<file path="src/rtl/alu_pkg.sv">
// Shared ALU definitions: op encodings, shift FSM states, default width.
// Used by the single-cycle alu and by the iterative shift unit.
package alu_pkg;

    localparam int XLEN_DEF = 32;

    localparam logic [3:0] OP_SLL = 4'b1000;
    localparam logic [3:0] OP_SRL = 4'b1001;
    localparam logic [3:0] OP_SRA = 4'b1010;

    typedef enum logic [1:0] {
        IDLE  = 2'd0,
        SHIFT = 2'd1,
        DONE  = 2'd2
    } shift_state_t;

    function automatic logic is_shift_op(input logic [3:0] op);
        return (op == OP_SLL) || (op == OP_SRL) || (op == OP_SRA);
    endfunction

endpackage

</file>
<file path="src/rtl/shift_step.sv">
// One shift step: shifts the operand by a small amount (1..4).
// All zero-fill and sign-fill behaviour of the shift unit lives here.
module shift_step
    import alu_pkg::*;
#(
    parameter int XLEN = XLEN_DEF
) (
    input  logic [XLEN-1:0] opnd_i,
    input  logic [3:0]      op_i,
    input  logic [2:0]      amt_i,
    output logic [XLEN-1:0] res_o
);

    // Select the shift flavour; SRA replicates the operand MSB.
    always_comb begin
        res_o = opnd_i;
        case (op_i)
            OP_SLL:  res_o = opnd_i << amt_i;
            OP_SRL:  res_o = opnd_i >> amt_i;
            OP_SRA:  res_o = $unsigned($signed(opnd_i) >>> amt_i);
            default: res_o = opnd_i;
        endcase
    end

endmodule

</file>
<file path="src/rtl/alu_shift_seq.sv">
// Iterative SLL/SRL/SRA unit with valid/ready request and response channels.
// Define ALU_SHIFT_FAST_EN to shift up to four positions per cycle
// instead of one; results are identical, only latency changes.
//
// Handshake: a transfer happens on a channel in every cycle where both
// valid and ready are high at the rising edge. req_ready depends only on the
// state register (and rst_n); rsp_* are held stable while rsp_valid is high
// and rsp_ready is low.
module alu_shift_seq
    import alu_pkg::*;
#(
    parameter int XLEN = XLEN_DEF,
    parameter int SHW  = $clog2(XLEN)
) (
    input  logic            clk,
    input  logic            rst_n,
    input  logic            req_valid,
    output logic            req_ready,
    input  logic [3:0]      req_op,
    input  logic [XLEN-1:0] req_rs1,
    input  logic [XLEN-1:0] req_rs2,
    output logic            rsp_valid,
    input  logic            rsp_ready,
    output logic [XLEN-1:0] rsp_rd,
    output logic            rsp_err,
    output logic [1:0]      dbg_state_o
);

    shift_state_t    state_q, state_d;
    logic [SHW-1:0]  count_q;
    logic [XLEN-1:0] data_q;
    logic [3:0]      op_q;
    logic            err_q;
    logic [2:0]      step_amt;
    logic [XLEN-1:0] step_res;
    logic            accept;
    logic            unused_rs2;

    // Only the low SHW bits of rs2 carry the shift amount.
    assign unused_rs2 = ^req_rs2[XLEN-1:SHW];

    assign accept = req_valid && req_ready;

`ifdef ALU_SHIFT_FAST_EN
    // Take four positions per cycle until fewer than four remain.
    always_comb begin
        step_amt = 3'd4;
        if (count_q < SHW'(4)) step_amt = count_q[2:0];
    end
`else
    // Single-bit stepping: the step amount is a constant one.
    always_comb begin
        step_amt = 3'd1;
    end
`endif

    shift_step #(.XLEN(XLEN)) u_step (
        .opnd_i (data_q),
        .op_i   (op_q),
        .amt_i  (step_amt),
        .res_o  (step_res)
    );

    // Next-state logic for IDLE -> (SHIFT) -> DONE -> IDLE.
    always_comb begin
        state_d = state_q;
        case (state_q)
            IDLE: begin
                if (accept) begin
                    if (!is_shift_op(req_op) || (req_rs2[SHW-1:0] == '0))
                        state_d = DONE;
                    else
                        state_d = SHIFT;
                end
            end
            SHIFT: begin
                if (count_q == SHW'(step_amt)) state_d = DONE;
            end
            DONE: begin
                if (rsp_ready) state_d = IDLE;
            end
            default: state_d = IDLE;
        endcase
    end

    // State, operand, count and result registers with synchronous reset.
    always_ff @(posedge clk) begin
        if (!rst_n) begin
            state_q <= IDLE;
            count_q <= '0;
            data_q  <= '0;
            op_q    <= '0;
            err_q   <= 1'b0;
        end else begin
            state_q <= state_d;
            case (state_q)
                IDLE: begin
                    if (accept) begin
                        op_q    <= req_op;
                        count_q <= req_rs2[SHW-1:0];
                        if (is_shift_op(req_op)) begin
                            data_q <= req_rs1;
                            err_q  <= 1'b0;
                        end else begin
                            data_q <= '0;
                            err_q  <= 1'b1;
                        end
                    end
                end
                SHIFT: begin
                    data_q  <= step_res;
                    count_q <= count_q - SHW'(step_amt);
                end
                default: ;
            endcase
        end
    end

    assign req_ready   = rst_n && (state_q == IDLE);
    assign rsp_valid   = (state_q == DONE);
    assign rsp_rd      = data_q;
    assign rsp_err     = err_q;
    assign dbg_state_o = state_q;

endmodule

</file>
<file path="config.mk">
export PLATFORM = sky130hd
export DESIGN_NAME = alu_shift_seq
export DESIGN_NICKNAME = d
export VERILOG_FILES = /design/src/rtl/alu_pkg.sv /design/src/rtl/shift_step.sv /design/src/rtl/alu_shift_seq.sv
export SDC_FILE = /design/constraint.sdc
export NUM_CORES = 1
export LEC_CHECK = 0
export ABC_AREA = 1
export CAP_MARGIN = 20
export CORE_ASPECT_RATIO = 1.75
export CORE_MARGIN = 2
export CORE_UTILIZATION = 41
export DETAILED_ROUTE_END_ITERATION = 8
export GPL_ROUTABILITY_DRIVEN = 0
export HOLD_SLACK_MARGIN = 0.06
export PLACE_DENSITY = 0.78
export SYNTH_ARGS = -nofsm -noshare
export SYNTH_HDL_FRONTEND = slang
export SYNTH_SLANG_ARGS = --single-unit
</file>
<file path="constraint.sdc">
create_clock -name clk -period 1.2 [get_ports clk]
set_input_delay 0.18 -clock clk [delete_from_list [all_inputs] [get_ports clk]]
set_output_delay 0.18 -clock clk [all_outputs]
set_load 0.005 [all_outputs]
</file>
== After elaboration in Yosys (flattened, before gate mapping) ==
Index checks and enable logic that the tools add are counted.
Storage, ports and cells
  register bits: 44
  input bits: 72
  output and inout port bits: 37
  logic and storage cells: 48
Cells by class
  add/subtract/negate cells: 1
  eq/ne operators: 15
  muxes and demuxes: 12
  reductions and logical operators: 14
Operators with widths (count)
  case mux 32 bit (3 select lines): 1
  two-way mux 32 bit: 2
  case mux 32 bit (2 select lines): 1
  == test 4 bit, second input constant: 6
  case mux 5 bit (2 select lines): 1
  two-way mux 2 bit: 4
  != test 2 bit, second input constant: 3
  case mux 2 bit (3 select lines): 1
  AND reduction 3 bit: 2
  == test 5 x 1 -> 1 bit, second input constant: 1
  logical NOT 5 bit: 1
  two-way mux 5 bit: 1
  subtractor 5 x 1 -> 5 bit, second input constant: 1
  != test 4 x 1 -> 1 bit, second input constant: 1
  AND reduction 2 bit: 2
  AND reduction 4 bit: 1
  logical OR 1 bit: 3
  != test 3 x 1 -> 1 bit, second input constant: 1
  == test 2 x 1 -> 1 bit, second input constant: 1
  == test 2 bit, second input constant: 1
  logical AND 1 bit: 2
  logical NOT 2 bit: 1
  != test 2 x 1 -> 1 bit, second input constant: 1
  nonzero test 2 bit: 1
  other kinds (2): 2

== Logic depth before layout (Yosys ltp) ==
  depth in word-level cells: 8
  depth in mapped cells: 10
  gate-level depth less buffers: 9

== Cells and area by module ==
Synthesis repeated with hierarchy kept, for this count alone.
Second synthesis, totals
  cells, all modules: 959
  area total of the unflattened synthesis: 5007.3 um^2
By module, submodules not included
  shift_step: times used 1, cells an instance 551, area each 2521.2 um^2, seq. area each 0.0 um^2
  alu_shift_seq: times used 1, cells an instance 408, area each 2486.1 um^2, seq. area each 880.8 um^2

== Least setup slack after synthesis ==
No wires, ideal clock.
  path type: flip-flop to flip-flop
  from: register state_q[0], in the netlist dbg_state_o[0]
  to: register data_q[1], in the netlist rsp_rd[1]
  library setup time: 112 ps
  arrival: 1163 ps
  required time: 1088 ps
  path slack: -74 ps
  stages on the path, launching flop included: 8
  buffers on the path: 1
  clock period less this slack: 1274 ps
  path through: dfxtp_1 -> nor2_4 -> nand3_2 -> nand2_4 -> buf_2 -> nand3_1 -> nor2_1 -> nor2_1
On the way
  cells in the longest elaborated chain, start to end: 5
  elaborated cells between the ends (all ways): 9
  classes of those cells: eq/ne (3); mux (1); reduce/logical (5)
RTL lines
  start, declared: RTL line alu_shift_seq.sv:29  | shift_state_t state_q, state_d;
  start signal, assigned: RTL line alu_shift_seq.sv:95  | state_q <= state_d;
  logical NOT 2 bit: RTL line alu_shift_seq.sv:96, alu_shift_seq.sv:119
  logical AND 1 bit: RTL line alu_shift_seq.sv:119  | assign req_ready = rst_n && (state_q == IDLE);
  logical AND 1 bit: RTL line alu_shift_seq.sv:42  | assign accept = req_valid && req_ready;
  != test 2 bit (no line)
  AND reduction 3 bit (no line)
  end signal, assigned: RTL line alu_shift_seq.sv:102  | data_q <= req_rs1;
  end signal, assigned: RTL line alu_shift_seq.sv:111  | data_q <= step_res;
  end, declared: RTL line alu_shift_seq.sv:31  | logic [XLEN-1:0] data_q;
Parallel ways exist; a longest one is shown, timed or not.
A chain may end at the register's enable or synchronous reset.

== Final worst setup path ==
  from: register state_q[1], in the netlist dbg_state_o[1]
  to: register data_q[16], in the netlist rsp_rd[16]
Same word-level chain as after synthesis.

==> qor.txt <==
Status = finished with violations
Failing checks = negative setup slack
IO Port Bufs = 81
Worst Setup End Kind = register
Adder-Cell Fraction of Synth Area = 0.851%
Mapped cell area = 2940 sq um
Routed len/inst = 14.8 microns
Share of cells above drive strength 1 = 26.7%
Final Hold Slack = 0.375 ns
CP Max Fanout = 5
Crit path DAT = 1.60 ns
CP peak stage delay = 0.36 ns
Die ar. = 7890 sq um
Leakage = 0.00254 uW
FP Rows = 40
Synth Warn # = 0
Starting Density = 42.6%
Sum Neg Setup Slack = -6.46 ns
CTS root buf = clkbuf_16
Final setup margin = -0.225 ns
RSZ-0062 raised after global routing = true
Detail Placement HPWL = 6120 microns
H-tree Lvls = 2
Total vias in the final route = 3838
Area growth syn-to-layout = 63.0%
Die Width = 68 microns
Initial antenna violation count = 0
Clk_skew = 0.00370 ns
Max-cap violations = 0
CP max stage cell = dfxtp_4
Post-synthesis compound-gate area fraction = 3.75%
Synth Register Bits = 44
Vias per Instance = 5.32
Nets = 710
Pin count of the biggest net entering global routing = 43
Largest family of logic cells by synthesized area = simple AND/OR/NAND/NOR gates
Worst min path class = in2reg
Rel. slew slack = 67.8%
Core area = 6910 sq um
Post-layout minimum cycle time = 1.42 ns
Mapped Cells = 519
Mapped Avg Cell Area = 5.66 sq um
Hold Path Stages = 3
P per Cell Area = 1040 nW/um^2
Drt drc = 0
Register area share after synthesis = 30.0%
CTS tree = done
Final setup viols = 45
Number of CTS-inserted buffers = 5
Top-level I/O count = 109
Syn_nets = 593
Post-route ant nets = 0
XOR/XNOR Fraction of Synth Area = 0.298%
Drt first pass iters = 6
Final wirelength = 10600 microns
Distinct cells, synth = 20
Slew Limit Fails = 0
Critical path launch point type = register
Clock Latency Late Sink = 0.28 ns
CP required = 1.38 ns
# diodes = 0
WS Path Type = reg2reg
Overflow after GRT = 0
Vias in the first global route = 3299
Worst-path clk slew = 0.06 ns
First-pass GRT wire length = 14400 microns
Final Hold Fails = 0
Cell total after placement = 687
Cells along the critical path = nor2_4 > buf_6 > nand3_4 > nand2_4 > buf_6 > nand3_1 > nor2_1 > nor2_1
FILL cells = 570
Finished Layout Cells = 721
Period Utilization, post-route = 119%
Maximum vdd drop = 809 uV
Simple-Gate Fraction of Synth Area = 51.5%
Clk sink count = 44
Mux cell area share after synthesis = 0.341%
DRT iter0 DRCs = 400
FMAX = 0.702 GHz
Clk buf depth = 2
Die height = 116 microns
Total GRT Usage = 23.7%
Worst slew pin tran = 0.482 ns
R2R cell count = 8
through the flow:
stage / power (uW) / setup slack, ns / utilization, % / cell area [sq um]
after CTS: 4710 / -0.156 / 63.3 / 4370
after global routing: 5210 / -0.323 / 69.4 / 4790
final: 4980 / -0.225 / 69.4 / 4790
after detailed placement: 3240 / -0.416 / 57.7 / 3980
after floorplan: 2570 / 0.0197 / - / 2950
after global placement: 3200 / -0.408 / 57.7 / 3980
where the power goes:
part | switching (uW) | internal, uW
sequential | 139 | 1640
clock | 573 | 832
combinational | 923 | 870
final timing paths:
path / to / slack (ns) / start
min: count_q[1]$_SDFFE_PN0P_ / 0.38 / rst_n
max reg2reg: rsp_rd[16]$_SDFFE_PN0P_ / -0.22 / dbg_state_o[1]$_SDFFE_PN0P_
max: rsp_rd[16]$_SDFFE_PN0P_ / -0.22 / dbg_state_o[1]$_SDFFE_PN0P_
min reg2reg: count_q[1]$_SDFFE_PN0P_ / 0.48 / count_q[1]$_SDFFE_PN0P_
routing by layer:
layer	global-route usage, %	wire, microns
met1	25.0	3670
met2	46.1	5950
met3	3.40	686
met4	6.93	331
met5	0	0
cells in the mapped netlist:
| cell | n | area, sq um |
|---|---|---|
| a21oi_1 | 11 | 55.1 |
| buf_2 | 19 | 95.1 |
| buf_4 | 2 | 15.0 |
| buf_6 | 6 | 67.6 |
| clkbuf_1 | 4 | 15.0 |
| dfxtp_1 | 44 | 881 |
| ha_1 | 2 | 25.0 |
| inv_1 | 51 | 191 |
| inv_2 | 2 | 7.51 |
| mux2i_1 | 1 | 10.0 |
| nand2_1 | 152 | 571 |
| nand2_4 | 3 | 33.8 |
| nand3_1 | 72 | 360 |
| nand3_2 | 2 | 20.0 |
| nand4_1 | 2 | 12.5 |
| nor2_1 | 131 | 492 |
| nor2_2 | 2 | 12.5 |
| nor2_4 | 1 | 11.3 |
| o21ai_0 | 11 | 55.1 |
| xor2_1 | 1 | 8.76 |
cell type report:
| cell class | count | area (sq um) | share of cell area [%] |
|---|---|---|---|
| Inverter | 53 | 206 | 4.31 |
| Multi-Input combinational cell | 395 | 1980 | 41.2 |
| Clock buffer | 8 | 146 | 3.05 |
| Sequential cell | 44 | 930 | 19.4 |
| Tap cell | 84 | 105 | 2.19 |
| Timing Repair Buffer | 137 | 1430 | 29.8 |
cells by family after synthesis:
logic type | count (synthesis)
AOI/OAI and AO/OA | 22
xor gates and xnor gates | 1
adders and majority gates | 2
buffers and inverters | 84
DFF | 44
muxes | 1
and+or+nand+nor | 365
sequential cells by signal, indices dropped and copies added, names as in the netlist:
register     cells
dbg_state_o      2
count_q          5
rsp_err          1
rsp_rd          32
op_q             4
critical path, delay by kind of cell (launching register included):
kind	cells	cell delay, ns
AND/OR/NAND/NOR	6	0.70
flip-flops	1	0.36
buffers and inverters	2	0.25
placed cells by master, fill, tap and decap left out:
cell type,count
a21oi_1,10
a21oi_2,1
buf_12,6
buf_16,1
buf_2,1
buf_4,32
buf_6,10
buf_8,1
clkbuf_1,2
clkbuf_16,11
clkbuf_8,1
clkdlybuf4s15_1,1
clkdlybuf4s15_2,1
clkdlybuf4s50_1,43
dfxtp_1,9
dfxtp_2,33
dfxtp_4,2
dlygate4sd2_1,35
ha_1,2
inv_1,47
inv_2,3
inv_4,3
mux2i_1,1
nand2_1,125
nand2_2,21
nand2_4,9
nand2_8,4
nand3_1,59
nand3_2,13
nand3_4,2
nand4_1,2
nor2_1,121
nor2_2,9
nor2_4,4
o21ai_0,8
o21ai_1,1
o21ai_2,2
xor2_1,1
repair_timing:
action,CTS,global route
pin swaps,14,25
endpoints found under the setup margin,80,46
resized for setup,113,57
hold buffers,0,0
cloned,3,10
setup buffers,8,5
(Power assumes the default switching activity.)
